**config.mk**
```make
export PLATFORM = sky130hd
export DESIGN_NAME = clk_div_bank
export DESIGN_NICKNAME = d
export VERILOG_FILES = /design/src/rtl/clk_div_pkg.sv /design/src/rtl/clk_div_chan.sv /design/src/rtl/clk_div_bank.sv
export SDC_FILE = /design/constraint.sdc
export NUM_CORES = 1
export LEC_CHECK = 0
export ABC_AREA = 1
export ABC_CLOCK_PERIOD_IN_PS = 5790
export BUFFER_PORTS_ARGS = -buffer_cell sky130_fd_sc_hd__buf_4
export CAP_MARGIN = 10
export CORE_MARGIN = 5
export CORE_UTILIZATION = 54
export CTS_CLUSTER_SIZE = 16
export DETAILED_ROUTE_END_ITERATION = 16
export HOLD_SLACK_MARGIN = 0.02
export PLACE_DENSITY = 0.76
export SKIP_CTS_REPAIR_TIMING = 1
export SLEW_MARGIN = 20
export SYNTH_ARGS = -nofsm -noshare
export SYNTH_HDL_FRONTEND = slang
export SYNTH_SLANG_ARGS = --single-unit
```
**constraint.sdc**
```tcl
create_clock -name clk -period 5.79 [get_ports clk]
set_clock_uncertainty 0.1 [all_clocks]
set_input_delay 0.579 -clock clk [delete_from_list [all_inputs] [get_ports clk]]
set_output_delay 0.579 -clock clk [all_outputs]
set_load 0.02 [all_outputs]
```
**src/rtl/clk_div_pkg.sv**
```systemverilog
// Shared constants and helpers for the clock divider bank.
// Channel index width, reset divisor, effective-divisor rule.
package clk_div_pkg;

    localparam int unsigned DEF_DIV  = 50000;
    localparam int unsigned MAX_CH   = 16;
    localparam int unsigned CH_IDX_W = 4;

    // Divisors 0 and 1 both mean "tick every enabled cycle".
    function automatic logic [31:0] eff_div(input logic [31:0] n);
        return (n < 32'd2) ? 32'd1 : n;
    endfunction

endpackage

```
**src/rtl/clk_div_chan.sv**
```systemverilog
// One programmable divider channel: tick pulse and square wave.
// New divisors are staged and taken at terminal count or while idle.
module clk_div_chan
    import clk_div_pkg::*;
#(
    parameter int WIDTH       = 16,
    parameter int DEFAULT_DIV = DEF_DIV
) (
    input  logic             clk,
    input  logic             rst,
    input  logic             en,
    input  logic             wr,
    input  logic [WIDTH-1:0] wr_data,
    output logic             tick,
    output logic             clk_div,
    output logic [WIDTH-1:0] div_active
);

    logic [WIDTH-1:0] count;
    logic [WIDTH-1:0] pending_div;
    logic [WIDTH-1:0] active_div;
    logic [WIDTH-1:0] neff;
    logic             tc;

    assign neff = WIDTH'(eff_div(32'(active_div)));
    assign tc   = en && (count == (neff - WIDTH'(1)));

    assign div_active = active_div;

    // Counter, outputs and the staged divisor hand-over.
    always_ff @(posedge clk or posedge rst) begin
        if (rst) begin
            count       <= '0;
            pending_div <= WIDTH'(DEFAULT_DIV);
            active_div  <= WIDTH'(DEFAULT_DIV);
            tick        <= 1'b0;
            clk_div     <= 1'b0;
        end else begin
            if (!en || tc) begin
                count <= '0;
            end else begin
                count <= count + WIDTH'(1);
            end
            tick    <= tc;
            clk_div <= clk_div ^ tc;
            if (wr) begin
                pending_div <= wr_data;
            end
            if (tc || !en) begin
                active_div <= pending_div;
            end
        end
    end

endmodule

```
**src/rtl/clk_div_bank.sv**
```systemverilog
// Bank of independent programmable clock dividers.
// Decodes the shared write port into per-channel strobes.
module clk_div_bank
    import clk_div_pkg::*;
#(
    parameter int NUM_CH      = 4,
    parameter int WIDTH       = 16,
    parameter int DEFAULT_DIV = DEF_DIV
) (
    input  logic                    clk,
    input  logic                    rst,
    input  logic [NUM_CH-1:0]       en,
    input  logic                    wr_en,
    input  logic [CH_IDX_W-1:0]     wr_ch,
    input  logic [WIDTH-1:0]        wr_data,
    output logic [NUM_CH-1:0]       tick,
    output logic [NUM_CH-1:0]       clk_div,
    output logic [NUM_CH*WIDTH-1:0] div_active
);

    logic [NUM_CH-1:0] wr_sel;

    for (genvar k = 0; k < NUM_CH; k++) begin : g_ch
        // Out-of-range indices match no channel and are dropped.
        assign wr_sel[k] = wr_en && (wr_ch == CH_IDX_W'(k));

        clk_div_chan #(
            .WIDTH       (WIDTH),
            .DEFAULT_DIV (DEFAULT_DIV)
        ) u_chan (
            .clk        (clk),
            .rst        (rst),
            .en         (en[k]),
            .wr         (wr_sel[k]),
            .wr_data    (wr_data),
            .tick       (tick[k]),
            .clk_div    (clk_div[k]),
            .div_active (div_active[k*WIDTH +: WIDTH])
        );
    end

endmodule

```
---- After elaboration in Yosys (flattened, before gate mapping) ----
Cells that the tools add are included.
storage, ports and cells
  flip-flop bits (word level) ............. 200
  input port bits ......................... 27
  output and inout bits ................... 72
  logic and storage cells ................. 68
operators by class
  $add $sub $neg .......................... 8
  $lt $le $gt $ge ......................... 4
  eq/ne operators ......................... 7
  muxes and demuxes ....................... 8
  bitwise operators ....................... 4
  reductions and logical operators ........ 17
operators with widths
  operator                                                                count
  16-bit two-way mux                                                      8
  16-bit by 1-bit adder with 16-bit output (second input constant)        4
  16-bit == test                                                          4
  16-bit by 2-bit < comparator with 1-bit output (second input constant)  4
  16-bit by 1-bit subtractor with 16-bit output (second input constant)   4
  4-bit by 2-bit == test with 1-bit output (second input constant)        2
  1-bit logical AND                                                       8
  4-bit by 1-bit == test with 1-bit output (second input constant)        1
  1-bit logical NOT                                                       4
  4-bit logical NOT                                                       1
  1-bit logical OR                                                        4
  1-bit bitwise XOR                                                       4

---- Longest topological paths before layout ----
Gate-level depths: netlist of the first run.
  word-level depth ........................ 7
  gate-level depth with buffers ........... 20

---- Modules after synthesis ----
From an unflattened synthesis of the first run, not the netlist that was laid out.
second synthesis, totals
  cell total of the unflattened synthesis .. 1387
  area total of the unflattened synthesis .. 11619.9 um^2
by module, submodules not included
  module        times used  cells an instance  area an instance (um^2)
  clk_div_chan  4           344                2894.0
  clk_div_bank  1           11                 43.8

---- Worst setup path before layout of the first run ----
Ideal clock, no wire load.
  path type ............................... flip-flop to flip-flop
  from .................................... register g_ch[0].u_chan.active_div[6]
  to ...................................... register g_ch[0].u_chan.active_div[5]
  library setup time ...................... 117 ps
  arrival time ............................ 2613 ps
  required time ........................... 5573 ps
  slack ................................... 2959 ps
  stages on the path, launching flop included .. 20
  clock period less this slack ............ 2831 ps
  path through ............................ dfstp_2 > nor2_1 > nand2_2 > nor2_1 > nand2_1 > nand2_1 > inv_1 > ha_1 > nand2_2 > nor2_4 > nand3_1 > xor2_1 > or2_1 > nor2_2 > inv_2 > nor2_4 > nand2_4 > buf_4 > nand3_1 > nand2_1
on the way
  word-level cells in the longest chain between the ends .. 6
RTL lines
  item                                               RTL line            source
  from (decl)                                        clk_div_chan.sv:21  logic [WIDTH-1:0] active_div;
  from (signal assigned)                             clk_div_chan.sv:35  active_div <= WIDTH'(DEFAULT_DIV);
  from (signal assigned)                             clk_div_chan.sv:50  active_div <= pending_div;
  16-bit by 2-bit < comparator with 1-bit output     clk_div_pkg.sv:11   return (n < 32'd2) ? 32'd1 : n;
  16-bit two-way mux (*)                             clk_div_pkg.sv:11
  16-bit by 1-bit subtractor with 16-bit output (*)  clk_div_chan.sv:26  assign tc = en && (count == (neff - WIDTH'(1)));
  16-bit == test (*)                                 clk_div_chan.sv:26
  1-bit logical AND (*)                              clk_div_chan.sv:26
  1-bit logical OR (*)                               clk_div_chan.sv:49  if (tc || !en) begin
Mark *: on every way between the ends. The rest lies on a longest branch, timed or not.
A chain may end at the register's enable or synchronous reset.

---- Final worst setup path of the first run ----
  from .................................... register g_ch[1].u_chan.active_div[11]
  to ...................................... register g_ch[1].u_chan.active_div[6]
on the way
  word-level cells in the longest chain between the ends .. 6
RTL lines
  item                                               RTL line
  from (decl)                                        clk_div_chan.sv:21
  from (signal assigned)                             clk_div_chan.sv:35
  from (signal assigned)                             clk_div_chan.sv:50
  16-bit by 2-bit < comparator with 1-bit output     clk_div_pkg.sv:11
  16-bit two-way mux (*)                             clk_div_pkg.sv:11
  16-bit by 1-bit subtractor with 16-bit output (*)  clk_div_chan.sv:26
  16-bit == test (*)                                 clk_div_chan.sv:26
  1-bit logical AND (*)                              clk_div_chan.sv:26
  1-bit logical OR (*)                               clk_div_chan.sv:49
Marked as above.

==> flow_metrics.tcl, run 1 <==
set metrics [dict create \
    drv_cap 0 \
    synth_compound_area_frac 0.0350 \
    mappedNetlistArea_mm2 0.0111 \
    arrival_ps 4570 \
    vias 9176 \
    hpwl_um 18500 \
    antenna_found_initial 0 \
    max_freq_ghz 0.233 \
    synth_top_family_by_area "simple AND/OR/NAND/NOR gates" \
    post_synth_xor_area_fraction 0.0880 \
    worstReg2RegStart "g_ch[1].u_chan.div_active[11]" \
    r2r_cells 19 \
    htreeDepth 4 \
    drc 0 \
    dr.pass1.iters 5 \
    hold_violations 0 \
    grt_start_max_net_pins 201 \
    power_density_mw_per_mm2 353 \
    die_h_um 153 \
    place_congestion 0.896 \
    fillCellCount 1789 \
    crit_required_ps 6060 \
    clockBufferDepth 2 \
    viasPerCell 5.17 \
    synth-seq-cells 200 \
    drtIter0Drc 752 \
    cts_tree "built" \
    ys.flop_type "dfrtp_1" \
    report.final.slew_viol_count 0 \
    yosysSeqAreaShare 0.456 \
    drive_gt1_frac 0.165 \
    final_cell_area_mm2 0.0126 \
    numClockSinks 200 \
    power_leakage_nw 6.36 \
    wire_per_inst_um 14.5 \
    multiInputGateArea_mm2 0.00524 \
    synth_cell_types 36 \
    avgSynthCellArea_um2 7.81 \
    final.min_clock_period_ps 4290 \
    crit_path_start_kind "flip-flop" \
    fin_ws_ps 1500 \
    clk_pin_slew_ps 70 \
    crit_path_max_fanout 29 \
    diodes 0 \
    power_w 0.00443 \
    reg2reg_setup_slack_ps 1500 \
    synth.top_cell.area_share 0.343 \
    mostFrequentLayoutCells "nand2_1, nor2_1, nand3_1" \
    final_nets 1527 \
    layout.cells.most_common "nand2_1" \
    clock_latency_ps 430 \
    synth_edf_count 0 \
    yosysTopAreaCell "dfrtp_1" \
    yosys.area_share.simple 0.339 \
    criticalPathCategory "flip-flop to flip-flop" \
    row_count 52 \
    antenna_left 0 \
    first_global_vias 8753 \
    grt-ovfl-total 0 \
    die_w_um 153 \
    numCtsBuffers 17 \
    io_buffers 98 \
    synthMuxAreaShare 0 \
    hold_class "primary input to async pin" \
    ys_async_sr_fraction 1.00 \
    tightest_slew_ps 1080 \
    setup_tns_ps 0 \
    yosysWarnings 0 \
    syn_to_final_growth_pct 13.1 \
    design.core.area_mm2 0.0202 \
    holdWs_ps 176 \
    slew_headroom 0.281 \
    synth_cells 1421 \
    routed_wl_um 25800 \
    detailedPlace.worstSlack_ps 1520 \
    status "completed" \
    setup_viol 0 \
    place_area_mm2 0.0119 \
    grt_setup_unrepaired "false" \
    synth_area_leaders "dfrtp_1, nand2_1, dfstp_2, nand3_1, nor2_1" \
    endpoint_kind "flip-flop" \
    fin_crit_sh 0.742 \
    start_util 0.548 \
    syn_nets 1456 \
    cts_root_buffer "clkbuf_16" \
    reg2reg_to "g_ch[1].u_chan.div_active[6]" \
    grt_pass1_wl_um 43600 \
    die_area_mm2 0.0235 \
    synthAdderAreaFrac 0.00902 \
    io_pins 99 \
    peakVddDrop_mv 0.232 \
    grt_usage 0.224 \
    regArea_mm2 0.00506 \
]
-- worst max path at each step --
stage,from,endpoint,depth (start not counted)
after floorplan,rst,g_ch[0].u_chan.clk_div,1
after global placement,g_ch[1].u_chan.div_active[7],g_ch[1].u_chan.count[15],18
after detailed placement,g_ch[1].u_chan.div_active[11],g_ch[1].u_chan.div_active[6],19
after CTS,g_ch[1].u_chan.div_active[7],g_ch[1].u_chan.div_active[6],19
after global routing,g_ch[1].u_chan.div_active[11],g_ch[1].u_chan.div_active[13],19
final,g_ch[1].u_chan.div_active[11],g_ch[1].u_chan.div_active[6],19
-- logic make-up after synthesis --
kind of cell    after synthesis
fa+ha+maj                     8
xor+xnor                    108
flops                       200
simple gates                843
buf+inv                     187
compound gates               75
-- Yosys cell counts, types with 8 or more instances --
cell,n
o21ai_0,69
xor2_1,70
inv_1,134
nand3_2,8
nor2_1,186
nor2_2,23
nand2_2,16
ha_1,8
buf_4,13
clkbuf_1,18
nand4_1,26
nand3b_1,13
nand2_1,382
dfstp_2,48
nand3_1,162
dfrtp_1,152
xnor2_1,36
-- layout make-up --
class,count,share of cell area
multi-input cells,1034,0.417
flip-flops and latches,200,0.403
repair buffers,100,0.0624
inverters,139,0.0419
clock buffers,20,0.0381
well taps,270,0.0269
clock inverters,12,0.0103
-- metrics by stage --
| stage | util | cells |
|---|---|---|
| after floorplan | - | 1421 |
| after detailed placement | 0.589 | 1742 |
| after global routing | 0.620 | 1775 |
| after CTS | 0.619 | 1774 |
| final | 0.620 | 1775 |
| after global placement | 0.589 | 1742 |
-- sequential cells by signal, indices dropped and copies added, names as in the netlist --
signal and cells:
g_ch.u_chan.clk_div 4, g_ch.u_chan.count 64, g_ch.u_chan.div_active 64, g_ch.u_chan.pending_div 64, g_ch.u_chan.tick 4
-- report_power, final --
group          internal [W]  switching, W
clock              0.000658      0.000564
sequential          0.00163      0.000226
combinational      0.000532      0.000821
-- worst max-delay path, cell delays in order (launching register included) --
cell	delay [ps]
dfrtp_1	450
nor2_1	190
nand2_1	90
nor2_1	130
nand2_2	100
nand2_2	100
inv_2	40
ha_1	220
nand2_1	130
xor2_1	190
inv_1	60
nand2_1	50
nand2_1	50
a21oi_1	120
nand3_1	90
nor2_1	180
nand3_1	650
nand2_1	1050
nand2_1	140
nand2_1	100
-- layer usage --
layer | GRT usage | share of wire
met3 | 0.0404 | 0.046
met2 | 0.356 | 0.47
met1 | 0.319 | 0.47
met5 | 0 | 0
met4 | 0.0597 | 0.017
Note: power is estimated with default switching activity, not from simulation.
==> run 2: changes to the inputs <==
--- a/config.mk
+++ b/config.mk
@@ -6,15 +6,15 @@
 export NUM_CORES = 1
 export LEC_CHECK = 0
 export ABC_AREA = 1
-export ABC_CLOCK_PERIOD_IN_PS = 5790
+export ABC_CLOCK_PERIOD_IN_PS = 4300
 export BUFFER_PORTS_ARGS = -buffer_cell sky130_fd_sc_hd__buf_4
 export CAP_MARGIN = 10
 export CORE_MARGIN = 5
-export CORE_UTILIZATION = 54
+export CORE_UTILIZATION = 60
 export CTS_CLUSTER_SIZE = 16
 export DETAILED_ROUTE_END_ITERATION = 16
 export HOLD_SLACK_MARGIN = 0.02
-export PLACE_DENSITY = 0.76
+export PLACE_DENSITY = 0.8
 export SKIP_CTS_REPAIR_TIMING = 1
 export SLEW_MARGIN = 20
 export SYNTH_ARGS = -nofsm -noshare
==> constraint.sdc (replaced) <==
create_clock -name clk -period 4.3 [get_ports clk]
set_clock_uncertainty 0.1 [all_clocks]
set_input_delay 0.43 -clock clk [delete_from_list [all_inputs] [get_ports clk]]
set_output_delay 0.43 -clock clk [all_outputs]
set_load 0.02 [all_outputs]
==> run 2 against run 1 <==
Against the previous run:
- flip-flop and latch count did not move
- routed wire length fell by 1.5%
- via count rose by 0.37%
- first-iteration DRC count fell by 11%
- core utilization rose by 7.1 points
- setup slack got worse by 600 ps
- non-clock buffer count rose by 6
- combinational power rose by 36%
- worst hold slack improved by 74 ps
- final cell count fell by 2.0%
- clock-buffer cell count rose by 4
- critical endpoint is now g_ch[2].u_chan.div_active[10]
- largest cell class unchanged
==> flow_metrics.tcl, run 2 (synthesis gave the netlist of run 1 again) <==
set metrics [dict create \
    status "completed" \
    criticalPathCategory "flip-flop to flip-flop" \
    tightest_slew_ps 1030 \
    holdWs_ps 249 \
    pwr-share-comb 0.312 \
    first_global_vias 8696 \
    fin_crit_sh 0.792 \
    drv_cap 0 \
    clockBufferDepth 2 \
    routed_wl_um 25400 \
    wire_per_inst_um 14.6 \
    die_area_mm2 0.0213 \
    hold_class "primary input to flip-flop" \
    final_cells 1740 \
    slew_headroom 0.310 \
    p_int_w 0.00375 \
    setup_viol 0 \
    clock_latency_ps 440 \
    reg2reg_setup_slack_ps 900 \
    power_switching_w 0.00214 \
    final_nets 1533 \
    swShare 0.363 \
    wl_met1_um 11800 \
    power_frac_clock 0.263 \
    hpwl_um 18300 \
    drc 0 \
    crit_required_ps 4580 \
    worstReg2RegStart "g_ch[2].u_chan.div_active[4]" \
    report.final.slew_viol_count 0 \
    maxUsedRoutingLayer "met4" \
    layout.cells.most_common "nand2_1" \
    antenna_found_initial 0 \
    hold_violations 0 \
    cts_tree "built" \
    grt-ovfl-total 0 \
    clk_pin_slew_ps 80 \
    hold_depth 3 \
    power_density_mw_per_mm2 471 \
    peakVddDrop_mv 0.332 \
    crit_path_max_fanout 27 \
    arrival_ps 3680 \
    vias 9210 \
    design.core.area_mm2 0.0181 \
    pwr-share-seq 0.425 \
    io_pins 99 \
    antenna_left 0 \
    final.min_clock_period_ps 3400 \
    min_from "en[1]" \
    grt_setup_unrepaired "false" \
    grt_usage 0.242 \
    die_w_um 146 \
    mostFrequentLayoutCells "nand2_1, nor2_1, nand3_1" \
    syn_to_final_growth_pct 12.7 \
    r2r_cells 20 \
    drive_gt1_frac 0.165 \
    numCtsBuffers 17 \
    setup_tns_ps 0 \
    io_buffers 98 \
    power_leakage_nw 6.37 \
    reg2reg_to "g_ch[2].u_chan.div_active[10]" \
    row_count 49 \
    grt_pass1_wl_um 42800 \
    dr.pass1.iters 5 \
    whs_endpoint "g_ch[1].u_chan.div_active[14]" \
    grt_start_max_net_pins 92 \
    start_util 0.613 \
    diodes 0 \
    met2WireLength_um 11600 \
    cts_root_buffer "clkbuf_16" \
    numClockSinks 200 \
    met3_length_um 1660 \
    place_inst 1706 \
    endpoint_kind "flip-flop" \
    die_h_um 146 \
    htreeDepth 4 \
    drtIter0Drc 672 \
    viasPerCell 5.29 \
    place_congestion 0.894 \
    crit_path_start_kind "flip-flop" \
    max_freq_ghz 0.294 \
]
run 2: worst max-delay path by stage:
| stage | end | depth (start not counted) | slack [ps] | start |
|---|---|---|---|---|
| after floorplan | g_ch[0].u_chan.clk_div | 1 | 1220 | rst |
| after global placement | g_ch[2].u_chan.div_active[10] | 20 | 960 | g_ch[2].u_chan.div_active[4] |
| after detailed placement | g_ch[2].u_chan.div_active[10] | 20 | 930 | g_ch[2].u_chan.div_active[4] |
| after CTS | g_ch[2].u_chan.div_active[10] | 20 | 900 | g_ch[2].u_chan.div_active[4] |
| after global routing | g_ch[1].u_chan.div_active[5] | 20 | 520 | g_ch[1].u_chan.div_active[13] |
| final | g_ch[2].u_chan.div_active[10] | 20 | 900 | g_ch[2].u_chan.div_active[4] |
run 2: final cells by class:
type	count	area, µm²
multi-input cells	1034	5230
clock buffers	24	504
well taps	229	287
fillers	1491	5580
repair buffers	106	836
flip-flops and latches	200	5060
inverters	139	526
clock inverters	8	60.1
run 2: power groups by stage:
stage	Sequential (W)	Combinational [W]	Clock (W)
floorplan	0.00258	0.00124	0
global placement	0.00252	0.00179	0
detailed placement	0.00252	0.00183	0
global route	0.00254	0.00207	0.00167
finish	0.00250	0.00184	0.00155
CTS	0.00250	0.00184	0.00158
run 2: metrics by stage:
step                setup WS (ps)  total power [W]  cell area (µm²)   util
floorplan                    1220          0.00382            11100      -
global placement              963          0.00431            11900  0.658
detailed placement            926          0.00435            11900  0.658
CTS                           899          0.00592            12500  0.690
global route                  521          0.00627            12500  0.692
finish                        896          0.00589            12500  0.692
run 2: routing by layer:
| layer | up-vias | track usage |
|---|---|---|
| met1 | 4315 | 0.344 |
| met3 | 30 | 0.0495 |
| met2 | 252 | 0.381 |
| met4 | 0 | 0.0668 |
| li1 | 4613 | - |
| met5 | - | 0 |
run 2: critical path, stage by stage, from the launching register on:
cell and delay (ps):
dfstp_2 610, nor2_1 60, nand2_1 120, nor2_2 60, nand2_4 120, nand2_1 110, inv_1 80, ha_1 170
nand2_1 120, nor2_1 260, nand2_1 100, xor2_1 190, inv_1 90, nor2_1 100, nand3_1 80, nor2_1 190
nand3_2 90, buf_4 220, nand2_4 270, nand2_1 110, nand2_1 70
==> run 3: changes to the inputs <==
--- a/config.mk
+++ b/config.mk
@@ -5,16 +5,16 @@
 export SDC_FILE = /design/constraint.sdc
 export NUM_CORES = 1
 export LEC_CHECK = 0
-export ABC_AREA = 1
-export ABC_CLOCK_PERIOD_IN_PS = 4300
+export ABC_AREA = 0
+export ABC_CLOCK_PERIOD_IN_PS = 3000
 export BUFFER_PORTS_ARGS = -buffer_cell sky130_fd_sc_hd__buf_4
 export CAP_MARGIN = 10
 export CORE_MARGIN = 5
-export CORE_UTILIZATION = 60
+export CORE_UTILIZATION = 54
 export CTS_CLUSTER_SIZE = 16
 export DETAILED_ROUTE_END_ITERATION = 16
 export HOLD_SLACK_MARGIN = 0.02
-export PLACE_DENSITY = 0.8
+export PLACE_DENSITY = 0.76
 export SKIP_CTS_REPAIR_TIMING = 1
 export SLEW_MARGIN = 20
 export SYNTH_ARGS = -nofsm -noshare
==> constraint.sdc (replaced) <==
create_clock -name clk -period 3 [get_ports clk]
set_clock_uncertainty 0.1 [all_clocks]
set_input_delay 0.3 -clock clk [delete_from_list [all_inputs] [get_ports clk]]
set_output_delay 0.3 -clock clk [all_outputs]
set_load 0.02 [all_outputs]
==> run 3 against run 2 <==
Against the previous run:
- the flow now finishes with violations (negative setup slack)
- sequential share of layout area shrank 4.4 points
- fmax shrank 6.3%
- die area grew 7.9%
- critical path type unchanged
- largest cell class unchanged
==> flow_metrics.tcl, run 3 <==
set metrics [dict create \
    status "finished, violations left" \
    violations "negative setup slack" \
    crit_chain "or4_4, nor3_4, a31oi_4, ha_4, o21ba_4, a221oi_2, a31oi_1, nor4_1, nand4_1, o31ai_4, buf_12, mux2_2" \
    synth.top_cell.area_share 0.351 \
    slowest_delay_ps 540 \
    synth.most_common_cell "dfrtp_1" \
    cts_tree "built" \
    crit_path_max_fanout 17 \
    cp_top_family "simple AND/OR/NAND/NOR gates" \
    vias 8354 \
    holdWs_ps 53.4 \
    first_global_vias 8302 \
    grt_pass1_wl_um 43100 \
    synth-seq-cells 200 \
    mostFrequentLayoutCells "buf_4, dfrtp_1, nor2_1" \
    drive_gt1_frac 0.459 \
    endpoint_kind "flip-flop" \
    numClockSinks 200 \
    start_util 0.553 \
    grt_start_max_net_pins 45 \
    peakVddDrop_mv 0.448 \
    grt_setup_unrepaired "true" \
    slew_headroom 0.460 \
    clockBufferDepth 2 \
    path_buf_inv 1 \
    synth_cells 968 \
    setup_viol 132 \
    wire_per_inst_um 19.4 \
    hpwl_um 19500 \
    hold_violations 0 \
    row_count 51 \
    report.final.slew_viol_count 0 \
    syn_nets 1003 \
    power_density_mw_per_mm2 730 \
    die_h_um 152 \
    final_cells 1457 \
    antenna_left 0 \
    antenna_found_initial 1 \
    utilization 0.718 \
    syn_to_final_growth_pct 29.7 \
    numCtsBuffers 17 \
    viasPerCell 5.73 \
    yosysWarnings 0 \
    fin_crit_sh 1.21 \
    arrival_ps 3890 \
    routed_wl_um 28200 \
    io_pins 99 \
    place_inst 1404 \
    mappedNetlistArea_mm2 0.0108 \
    synth_area_leaders "dfrtp_1, dfstp_2, mux2_2, xor2_1, xnor2_1" \
    fin_ws_ps -634 \
    ys_async_sr_fraction 1.00 \
    cts_root_buffer "clkbuf_16" \
    htreeDepth 4 \
    power_leakage_nw 6.12 \
    crit_path_start_kind "flip-flop" \
    tightest_slew_ps 803 \
    drtIter0Drc 455 \
    criticalPathCategory "flip-flop to flip-flop" \
    hold_class "primary input to flip-flop" \
    place_congestion 0.910 \
    die_area_mm2 0.0230 \
    clk_pin_slew_ps 80 \
    drc 0 \
    yosysTopAreaCell "dfrtp_1" \
    ys_top_cells_by_count "dfrtp_1, nor2_1, mux2_2, xor2_1" \
    synth_cell_types 86 \
    io_buffers 98 \
    max_freq_ghz 0.275 \
    dr.pass1.iters 5 \
    avgSynthCellArea_um2 11.2 \
    clock_latency_ps 440 \
    layout.cells.most_common "buf_4" \
    die_w_um 152 \
    grt-ovfl-total 0 \
    ys.flop_type "dfrtp_1" \
    setup_tns_ps -42970 \
    design.core.area_mm2 0.0196 \
    drv_cap 0 \
    slowest_stage "or4_4" \
    yosysSeqAreaShare 0.467 \
    grt_usage 0.237 \
    final.min_clock_period_ps 3630 \
    final_nets 1213 \
    crit_required_ps 3260 \
    synth_edf_count 0 \
]
## run 3: cell types whose count changed after synthesis, sizes merged, moves of 58 or more
cell   change
inv      -117
mux2     +129
nand2    -363
nand3    -115
nor2     -113
o21ai     -58
## run 3: area by class of cell
cell class / count / area [µm²]
antenna: 1 / 2.50
sequential: 200 / 5070
inverter: 21 / 82.6
timing repair buffer: 241 / 1980
tap: 265 / 332
multi-input combinational: 697 / 5990
clock inverter: 13 / 169
fill: 1358 / 5530
clock buffer: 19 / 433
## run 3: cells by family after synthesis
| kind of cell | synth area share |
|---|---|
| AO/OA/AOI/OAI | 0.0717 |
| XOR/XNOR | 0.100 |
| adder cells (fa/ha/maj) | 0.00924 |
| buffers and inverters | 0.0376 |
| flip-flops | 0.467 |
| multiplexers | 0.147 |
| AND/OR/NAND/NOR | 0.167 |
## run 3: worst register-to-register path, cell delays in order (launching register included)
cell,delay (ps)
dfrtp_2,410
or4_4,540
nor3_4,240
a31oi_4,140
ha_4,200
o21ba_4,190
a221oi_2,220
a31oi_1,60
nor4_1,330
nand4_1,220
o31ai_4,310
buf_12,220
mux2_2,360
## run 3: worst paths after layout
path / start / to / slack, ps / cells after the start
worst max-delay path: g_ch[3].u_chan.div_active[2] / g_ch[3].u_chan.div_active[15] / -630 / 12
worst min-delay path: wr_data[5] / g_ch[2].u_chan.pending_div[5] / 50 / 2
worst max register to register: g_ch[3].u_chan.div_active[2] / g_ch[3].u_chan.div_active[15] / -630 / 12
worst min register to register: g_ch[0].u_chan.clk_div / g_ch[0].u_chan.clk_div / 370 / 1
max in group asynchronous: rst / g_ch[0].u_chan.div_active[9] / 1420 / 4
min in group asynchronous: rst / g_ch[2].u_chan.pending_div[3] / 410 / 3
## run 3: layer usage
layer  routed length [µm]  vias up  track usage
li1                     -     3882            -
met1                12000     4173        0.315
met2                14200      232        0.391
met3                 1070       67       0.0369
met4                  919        0       0.0970
met5                    0        -            0
## run 3: per-stage QoR
step,power [W],area (µm²),setup slack [ps]
final,0.0103,14100,-634
after global routing,0.0107,14100,-734
after CTS,0.0100,13500,-579
after detailed placement,0.00761,12900,-508
after global placement,0.00749,12900,-412
after floorplan,0.00612,11200,-552
## run 3: where the power goes
part | total (W) | switching [W] | internal (W)
logic | 0.00415 | 0.00210 | 0.00205
clock network | 0.00238 | 0.00105 | 0.00133
registers | 0.00372 | 0.000415 | 0.00331
